File: config.mk
export PLATFORM = sky130hd
export DESIGN_NAME = noc_inject_queue_flat
export DESIGN_NICKNAME = d
export VERILOG_FILES = /design/src/rtl/noc_inject_queue_pkg.sv /design/src/rtl/noc_inject_queue_if.sv /design/src/rtl/noc_inject_queue_fifo.sv /design/src/rtl/noc_inject_queue.sv /design/src/flat_wrapper.sv
export SDC_FILE = /design/constraint.sdc
export NUM_CORES = 1
export LEC_CHECK = 0
export BUFFER_PORTS_ARGS = -buffer_cell sky130_fd_sc_hd__buf_2
export CAP_MARGIN = 20
export CELL_PAD_IN_SITES_DETAIL_PLACEMENT = 1
export CELL_PAD_IN_SITES_GLOBAL_PLACEMENT = 1
export CORE_UTILIZATION = 47
export CTS_CLUSTER_DIAMETER = 150
export DETAILED_ROUTE_END_ITERATION = 7
export PLACE_DENSITY = 0.81
export SLEW_MARGIN = 10
export SYNTH_ARGS = -nofsm -noshare
export SYNTH_HDL_FRONTEND = slang
export SYNTH_SLANG_ARGS = --single-unit
File: constraint.sdc
create_clock -name clk -period 3.2 [get_ports clk]
set_clock_uncertainty 0.15 [all_clocks]
set_input_delay 0.48 -clock clk [delete_from_list [all_inputs] [get_ports clk]]
set_output_delay 0.48 -clock clk [all_outputs]
set_load 0.01 [all_outputs]
File: src/rtl/noc_inject_queue_pkg.sv
// Shared definitions for the node injection queue: flit layout, node count,
// output FSM state type and small flit field helpers.
package noc_ni_pkg;

    localparam int unsigned PL       = 24;
    localparam int unsigned NODES    = 9;
    localparam int unsigned DEST_OFF = 0;
    localparam int unsigned DEST_W   = 4;
    localparam int unsigned SRC_OFF  = 4;
    localparam int unsigned SRC_W    = 4;

    // Bit 0 is the MSB; DEST occupies [0:3], SRC [4:7], payload [8:PL-1].
    typedef logic [0:PL-1] flit_t;

    typedef enum logic [0:0] {
        ST_IDLE = 1'b0,
        ST_SEND = 1'b1
    } out_state_e;

    function automatic logic [DEST_W-1:0] flit_dest(input flit_t f);
        return f[DEST_OFF +: DEST_W];
    endfunction

    function automatic flit_t stamp_src(input flit_t f, input logic [SRC_W-1:0] src);
        flit_t r;
        r = f;
        r[SRC_OFF +: SRC_W] = src;
        return r;
    endfunction

endpackage

File: src/rtl/noc_inject_queue_if.sv
// Core-side and router-side flit handshake of the injection queue.
interface noc_inject_queue_if;

    noc_ni_pkg::flit_t core_flit;
    logic              core_valid;
    logic              core_ready;
    noc_ni_pkg::flit_t noc_flit;
    logic              noc_valid;
    logic              noc_avail;

    modport slave (
        input  core_flit, core_valid, noc_avail,
        output core_ready, noc_flit, noc_valid
    );

    modport master (
        output core_flit, core_valid, noc_avail,
        input  core_ready, noc_flit, noc_valid
    );

endinterface

File: src/rtl/noc_inject_queue_fifo.sv
// Synchronous FIFO with extra-MSB pointers; head is read combinationally.
module ni_fifo #(
    parameter int unsigned WIDTH = 8,
    parameter int unsigned DEPTH = 4
) (
    input  logic                   clk,
    input  logic                   rst_n,
    input  logic                   push,
    input  logic [WIDTH-1:0]       wdata,
    input  logic                   pop,
    output logic [WIDTH-1:0]       rdata,
    output logic                   full,
    output logic                   empty,
    output logic [$clog2(DEPTH):0] count
);

    localparam int unsigned AW = $clog2(DEPTH);

    logic [WIDTH-1:0] mem [DEPTH];
    logic [AW:0]      wptr;
    logic [AW:0]      rptr;

    // Pointer update; pointers wrap modulo 2*DEPTH.
    always_ff @(posedge clk) begin
        if (!rst_n) begin
            wptr <= '0;
            rptr <= '0;
        end else begin
            if (push) wptr <= wptr + (AW+1)'(1);
            if (pop)  rptr <= rptr + (AW+1)'(1);
        end
    end

    // Storage write; contents need no reset since pointers define validity.
    always_ff @(posedge clk) begin
        if (rst_n && push) mem[wptr[AW-1:0]] <= wdata;
    end

    assign rdata = mem[rptr[AW-1:0]];
    assign empty = (wptr == rptr);
    assign full  = (wptr[AW] != rptr[AW]) && (wptr[AW-1:0] == rptr[AW-1:0]);
    assign count = wptr - rptr;

endmodule

File: src/rtl/noc_inject_queue.sv
// Injection queue between a core flit output and a router local input:
// stamps the source node, drops misaddressed flits, buffers in a FIFO and
// presents flits through a registered output stage.
module noc_inject_queue #(
    parameter int unsigned NODE_ID = 0,
    parameter int unsigned DEPTH   = 4
) (
    input  logic                   clk,
    input  logic                   rst_n,
    noc_inject_queue_if.slave      ni,
    output logic [$clog2(DEPTH):0] occupancy,
    output logic [7:0]             drop_cnt
);

    import noc_ni_pkg::*;

    localparam int unsigned CW = $clog2(DEPTH) + 1;

    logic          fifo_full;
    logic          fifo_empty;
    logic          accept;
    logic          misaddr;
    logic          push;
    logic          pop;
    flit_t         wr_flit;
    flit_t         head_flit;
    flit_t         out_flit;
    out_state_e    state;
    logic [CW-1:0] count;

    // Ready depends only on FIFO pointers, never on noc_avail.
    assign ni.core_ready = !fifo_full;
    assign accept        = rst_n && ni.core_valid && ni.core_ready;
    assign misaddr       = (flit_dest(ni.core_flit) >= DEST_W'(NODES));
    assign push          = accept && !misaddr;
    assign wr_flit       = stamp_src(ni.core_flit, SRC_W'(NODE_ID));
    // Refill the output register when it is empty or being transferred.
    assign pop           = !fifo_empty && ((state == ST_IDLE) || ni.noc_avail);

    ni_fifo #(
        .WIDTH (PL),
        .DEPTH (DEPTH)
    ) u_fifo (
        .clk   (clk),
        .rst_n (rst_n),
        .push  (push),
        .wdata (wr_flit),
        .pop   (pop),
        .rdata (head_flit),
        .full  (fifo_full),
        .empty (fifo_empty),
        .count (count)
    );

    // Output FSM: load the output register from the FIFO head and hold it until transfer.
    always_ff @(posedge clk) begin
        if (!rst_n) begin
            state    <= ST_IDLE;
            out_flit <= '0;
        end else begin
            case (state)
                ST_IDLE: begin
                    if (!fifo_empty) begin
                        out_flit <= head_flit;
                        state    <= ST_SEND;
                    end
                end
                ST_SEND: begin
                    if (ni.noc_avail) begin
                        if (!fifo_empty) out_flit <= head_flit;
                        else             state    <= ST_IDLE;
                    end
                end
                default: state <= ST_IDLE;
            endcase
        end
    end

    // Saturating count of discarded misaddressed flits.
    always_ff @(posedge clk) begin
        if (!rst_n) begin
            drop_cnt <= '0;
        end else if (accept && misaddr && (drop_cnt != '1)) begin
            drop_cnt <= drop_cnt + 8'd1;
        end
    end

    assign ni.noc_valid = (state == ST_SEND);
    assign ni.noc_flit  = out_flit;
    assign occupancy    = count;

endmodule

File: src/flat_wrapper.sv
// flat-port wrapper written by rule: the top's interface ports become plain ports
module noc_inject_queue_flat import noc_ni_pkg::*;
#(
    parameter int unsigned NODE_ID = 0,
    parameter int unsigned DEPTH   = 4
)
  (clk, rst_n, occupancy, drop_cnt, ni_core_flit, ni_core_valid, ni_noc_avail, ni_core_ready, ni_noc_flit, ni_noc_valid);
  noc_inject_queue_if ni_i ();
  input  logic clk;
  input  logic rst_n;
  output logic [$clog2(DEPTH):0] occupancy;
  output logic [7:0] drop_cnt;
  input wire logic [$bits(ni_i.core_flit)-1:0] ni_core_flit;
  input wire logic [$bits(ni_i.core_valid)-1:0] ni_core_valid;
  input wire logic [$bits(ni_i.noc_avail)-1:0] ni_noc_avail;
  output wire logic [$bits(ni_i.core_ready)-1:0] ni_core_ready;
  output wire logic [$bits(ni_i.noc_flit)-1:0] ni_noc_flit;
  output wire logic [$bits(ni_i.noc_valid)-1:0] ni_noc_valid;
  assign ni_i.core_flit = ni_core_flit;
  assign ni_i.core_valid = ni_core_valid;
  assign ni_i.noc_avail = ni_noc_avail;
  assign ni_core_ready = ni_i.core_ready;
  assign ni_noc_flit = ni_i.noc_flit;
  assign ni_noc_valid = ni_i.noc_valid;
  noc_inject_queue #(.NODE_ID(NODE_ID), .DEPTH(DEPTH)) u_core (.clk(clk), .rst_n(rst_n), .ni(ni_i), .occupancy(occupancy), .drop_cnt(drop_cnt));
endmodule
==> impl_table.tex <==
\begin{tabular}{lr}
\hline
Metric & Value \\
\hline
\multicolumn{2}{l}{\textbf{Outcome}} \\
\quad Status & completed \\
\multicolumn{2}{l}{\textbf{Routing}} \\
\quad Drt via density & 5.39 \\
\quad Avg WL per Cell & 19.0 um \\
\quad Routed Wire Length & 9700 um \\
\quad Starting DRT DRC Count & 157 \\
\quad Detail Route Antenna Nets & 0 \\
\quad Drt drc & 0 \\
\quad Vias & between 2000 and 3000 \\
\quad Number of detailed-route iterations in the first pass & 4 \\
\multicolumn{2}{l}{\textbf{Final layout}} \\
\quad Growth of design area from synthesis to finish & 22.2\% \\
\quad Finished Core Util & 59.4\% \\
\quad Multi-input gate area in the final layout & 0.00129 sq mm \\
\quad Filler cell count & 913 \\
\quad Share of cells above drive strength 1 & 31.9\% \\
\quad Nets@finish & 406 \\
\quad Post-route insts no fill & 511 \\
\quad Final cell area excluding filler cells & between 0.005 and 0.006 sq mm \\
\quad Number of antenna cells inserted & 0 \\
\quad Register area & about 0.0031 sq mm \\
\multicolumn{2}{l}{\textbf{Die}} \\
\quad Initial Utilization & roughly 49\% \\
\quad Vertical extent of the die & between 100 and 150 um \\
\quad Horizontal die dimension & 100 um \\
\quad Io pins & 65 \\
\quad CORE AREA & 0.00928 sq mm \\
\quad Die footprint & 0.0100 sq mm \\
\quad Number of standard-cell rows in the floorplan & 35 \\
\multicolumn{2}{l}{\textbf{Synthesis}} \\
\quad Number of enable-type register cells in the synthesized netlist & 80 \\
\quad Largest cells by area after synthesis & sky130\_fd\_sc\_hd\_\_edfxtp\_1 (53\%), sky130\_fd\_sc\_hd\_\_dfxtp\_1 (16\%), sky130\_fd\_sc\_hd\_\_mux4\_2 (10\%) \\
\quad Sequential element share of the synthesized area & 69.6\% \\
\quad Post-synthesis area per instance & 15.2 sq um \\
\quad Fraction of synthesized cell area taken by the top area cell type & 53.2\% \\
\quad Post-synthesis async set-or-reset flop share & 0\% \\
\quad Primary flip-flop cell chosen by synthesis mapping & sky130\_fd\_sc\_hd\_\_edfxtp\_1 \\
\quad Library cells used by synthesis & 38 \\
\quad Instance count of the mapped netlist & 297 \\
\quad Cell area after synthesis & 0.00452 sq mm \\
\quad Synthesis warning total & 0 \\
\quad Flip-flop and latch count after synthesis & 117 \\
\quad Leading area contributor after synthesis & sky130\_fd\_sc\_hd\_\_edfxtp\_1 \\
\multicolumn{2}{l}{\textbf{STA}} \\
\quad Relative slew slack & approximately 55\% \\
\quad Setup repair after global routing missed its margin & false \\
\quad Minimum clock period & around 2700 ps \\
\quad Post-route clock period utilization & 83.3\% \\
\quad Max-slew violation total from the final report & 0 \\
\quad Number of setup violations in the final report & 0 \\
\quad Highest attainable clock frequency & 0.375 GHz \\
\quad Hold violation count in the final report & 0 \\
\quad Worst-Margin Slew & approximately 680 ps \\
\quad Total negative setup slack & 0 ps \\
\multicolumn{2}{l}{\textbf{Worst setup path}} \\
\quad Critical path required time & 3230 ps \\
\quad Buffering stage count on the worst path with inverters included & 2 \\
\quad Kind of cell adding the most delay to the critical path & compound AO/OA/AOI/OAI gates \\
\quad Critical path capture point type & flop \\
\quad Largest stage delay on the critical path & $\sim$490 ps \\
\quad Cell Chain, Critical Path & inv\_1 -> ha\_1 -> and2\_1 -> a211oi\_2 -> and2\_1 -> buf\_4 \\
\quad Largest fanout of any net on the critical path & 20 \\
\quad Arrival time of data at the critical path endpoint & 2700 ps \\
\quad Max stage delay cell, worst path & sky130\_fd\_sc\_hd\_\_a211oi\_2 \\
\quad Critical path type & reg -> reg \\
\quad Launching element type of the critical path & flop \\
\quad CP dominant cell by count & sky130\_fd\_sc\_hd\_\_and2\_1 \\
\multicolumn{2}{l}{\textbf{CTS}} \\
\quad Number of H-tree levels & 4 \\
\quad Clk Latency, worst-skew pair & 510 ps \\
\quad Root buffer selected by CTS & sky130\_fd\_sc\_hd\_\_clkbuf\_8 \\
\quad Hold\_buf cts & 0 \\
\quad Clock transition at path regs & about 60 ps \\
\quad Total CTS buffers & 17 \\
\quad Total of cells resized after clock tree synthesis & 0 \\
\quad Number of buffers inserted to repair setup after CTS & 0 \\
\quad Number of clock sinks & $\sim$120 \\
\quad CTS tree & built \\
\quad Worst-case clock buffer depth & 2 \\
\multicolumn{2}{l}{\textbf{Power and ir drop}} \\
\quad Sw Share & 27.6\% \\
\quad Sequential share of power & a little over two fifths \\
\quad Leakage dissipation & between 2 and 2.5 nW \\
\quad PD cells & 788 mW/mm\^{}2 \\
\quad VDD IR-drop max & 0.000515 V \\
\quad Switching pwr & 1.20 mW \\
\quad Tot Pwr & approximately 4.3 mW \\
\quad Share of total power in the clock network & about two fifths \\
\quad Total internal power & 3.15 mW \\
\quad Power share of the combinational group & a little under a fifth \\
\multicolumn{2}{l}{\textbf{Global route}} \\
\quad Routing layer with the top usage in global route & met2 \\
\quad Initial antenna violation count & 0 \\
\quad Largest net degree at the start of global routing & 23 \\
\quad Global Route met3 Usage & roughly 7.6\% \\
\quad Total congestion overflow & 0 \\
\quad Global routing met2 resource utilization & 38.5\% \\
\quad Via count of the first global-routing pass & 2989 \\
\quad GRT Resource Usage Total & 21.3\% \\
\quad First-pass GRT wire length & $\sim$15000 um \\
\quad M1 GR Usage & 22.9\% \\
\multicolumn{2}{l}{\textbf{Hold path}} \\
\quad Path class of the lowest-slack min-delay path & in -> reg \\
\multicolumn{2}{l}{\textbf{Placed design}} \\
\quad Global placement routability congestion & 0.756 \\
\quad \# placed instances & 479 \\
\quad Number of port buffers & 56 \\
\quad Instance area after placement & 0.00497 sq mm \\
\quad HPWL after detailed placement & 5540 um \\
\multicolumn{2}{l}{\textbf{Job}} \\
\quad Number of maximum-capacitance constraint violations & 0 \\
\hline
\end{tabular}
## sequential cells by signal (all words and copies together), names as in the netlist, named ones only
signal	count
u_core.u_fifo.mem	80
u_core.ni.noc_flit	20
u_core.drop_cnt	8
u_core.u_fifo.rptr	3
u_core.u_fifo.wptr	3
u_core.ni.noc_valid	1
## Yosys cell counts, types with 2 or more instances
cell and n:
sky130_fd_sc_hd__dfxtp_1 37, sky130_fd_sc_hd__nand3_1 5, sky130_fd_sc_hd__buf_4 4, sky130_fd_sc_hd__mux2i_1 4, sky130_fd_sc_hd__o21ai_0 3, sky130_fd_sc_hd__buf_2 4
sky130_fd_sc_hd__mux4_2 20, sky130_fd_sc_hd__a21oi_1 27, sky130_fd_sc_hd__nor2_1 6, sky130_fd_sc_hd__clkbuf_1 7, sky130_fd_sc_hd__and3_1 2, sky130_fd_sc_hd__ha_1 8
sky130_fd_sc_hd__and2_1 6, sky130_fd_sc_hd__edfxtp_1 80, sky130_fd_sc_hd__or4_1 2, sky130_fd_sc_hd__inv_1 7, sky130_fd_sc_hd__or3_2 2, sky130_fd_sc_hd__xnor2_1 3
sky130_fd_sc_hd__nand2_1 49, sky130_fd_sc_hd__o31ai_1 3
## worst paths after layout
| path | from | endpoint | slack (ps) | cells past startpoint |
|---|---|---|---|---|
| setup / recovery | u_core.u_fifo.wptr[0] | u_core.u_fifo.mem[3][7] | 540 | 6 |
| hold / removal | ni_core_flit[10] | u_core.u_fifo.mem[3][10] | 30 | 1 |
| setup reg to reg | u_core.u_fifo.wptr[0] | u_core.u_fifo.mem[3][7] | 540 | 6 |
| hold reg to reg | u_core.ni.noc_flit[5] | u_core.ni.noc_flit[5] | 300 | 2 |
## layout by cell type (no fill, tap or decap), drive strengths merged, types with 3 or more instances in the layout
| cell | Yosys | layout |
|---|---|---|
| buf | 8 | 65 |
| ha | 8 | 8 |
| clkbuf | 7 | 25 |
| xnor2 | 4 | 4 |
| conb | 1 | 4 |
| clkinv | 0 | 5 |
| mux2i | 4 | 4 |
| nor2 | 6 | 6 |
| nand2 | 49 | 49 |
| a21oi | 27 | 27 |
| o31ai | 3 | 3 |
| nand3 | 5 | 5 |
| mux4 | 20 | 20 |
| o21ai | 4 | 4 |
| dfxtp | 37 | 37 |
| inv | 7 | 7 |
| edfxtp | 80 | 80 |
| and2 | 6 | 6 |
## logic make-up (layout without fill, tap and decap cells)
group           after synthesis  in the layout  synth area share (%)
flops                       117            117                  69.6
simple gates                 77             77                  7.65
compound gates               42             42                  5.76
mux                          24             24                  10.9
buf+inv                      22            104                  2.27
other cells                   1              4                0.0830
fa+ha+maj                     9              9                  2.66
xor+xnor                      5              5                  1.14
## per-layer routing
metal | part of all wire, % | vias to the layer above
met4 | 1.8 | 0
met3 | 4.4 | 18
met5 | 0 | -
met2 | 54 | 83
li1 | - | 1246
met1 | 40 | 1407
## power by group through the flow
stage	Combinational, mW	Clock (mW)	Sequential [mW]
after floorplan	0.476	0	1.87
after global placement	0.782	0	1.83
after detailed placement	0.811	0	1.83
after CTS	0.832	1.75	1.81
after global routing	0.901	1.81	1.82
final	0.821	1.72	1.81
## per-stage QoR
stage	worst slack [ps]	hold WS, ps
floorplan	740	331
global placement	732	293
detailed placement	584	295
CTS	554	8.37
global route	424	7.67
finish	535	29.6
## layout make-up
type                       count  area share, %
sequential                   117           57.0
clock inverter                 7          0.794
clock buffer                  25           9.16
multi-input combinational    161           23.4
inverter                       7          0.476
timing repair buffer          65           6.30
tap                          129           2.93
(Power assumes the default switching activity.)
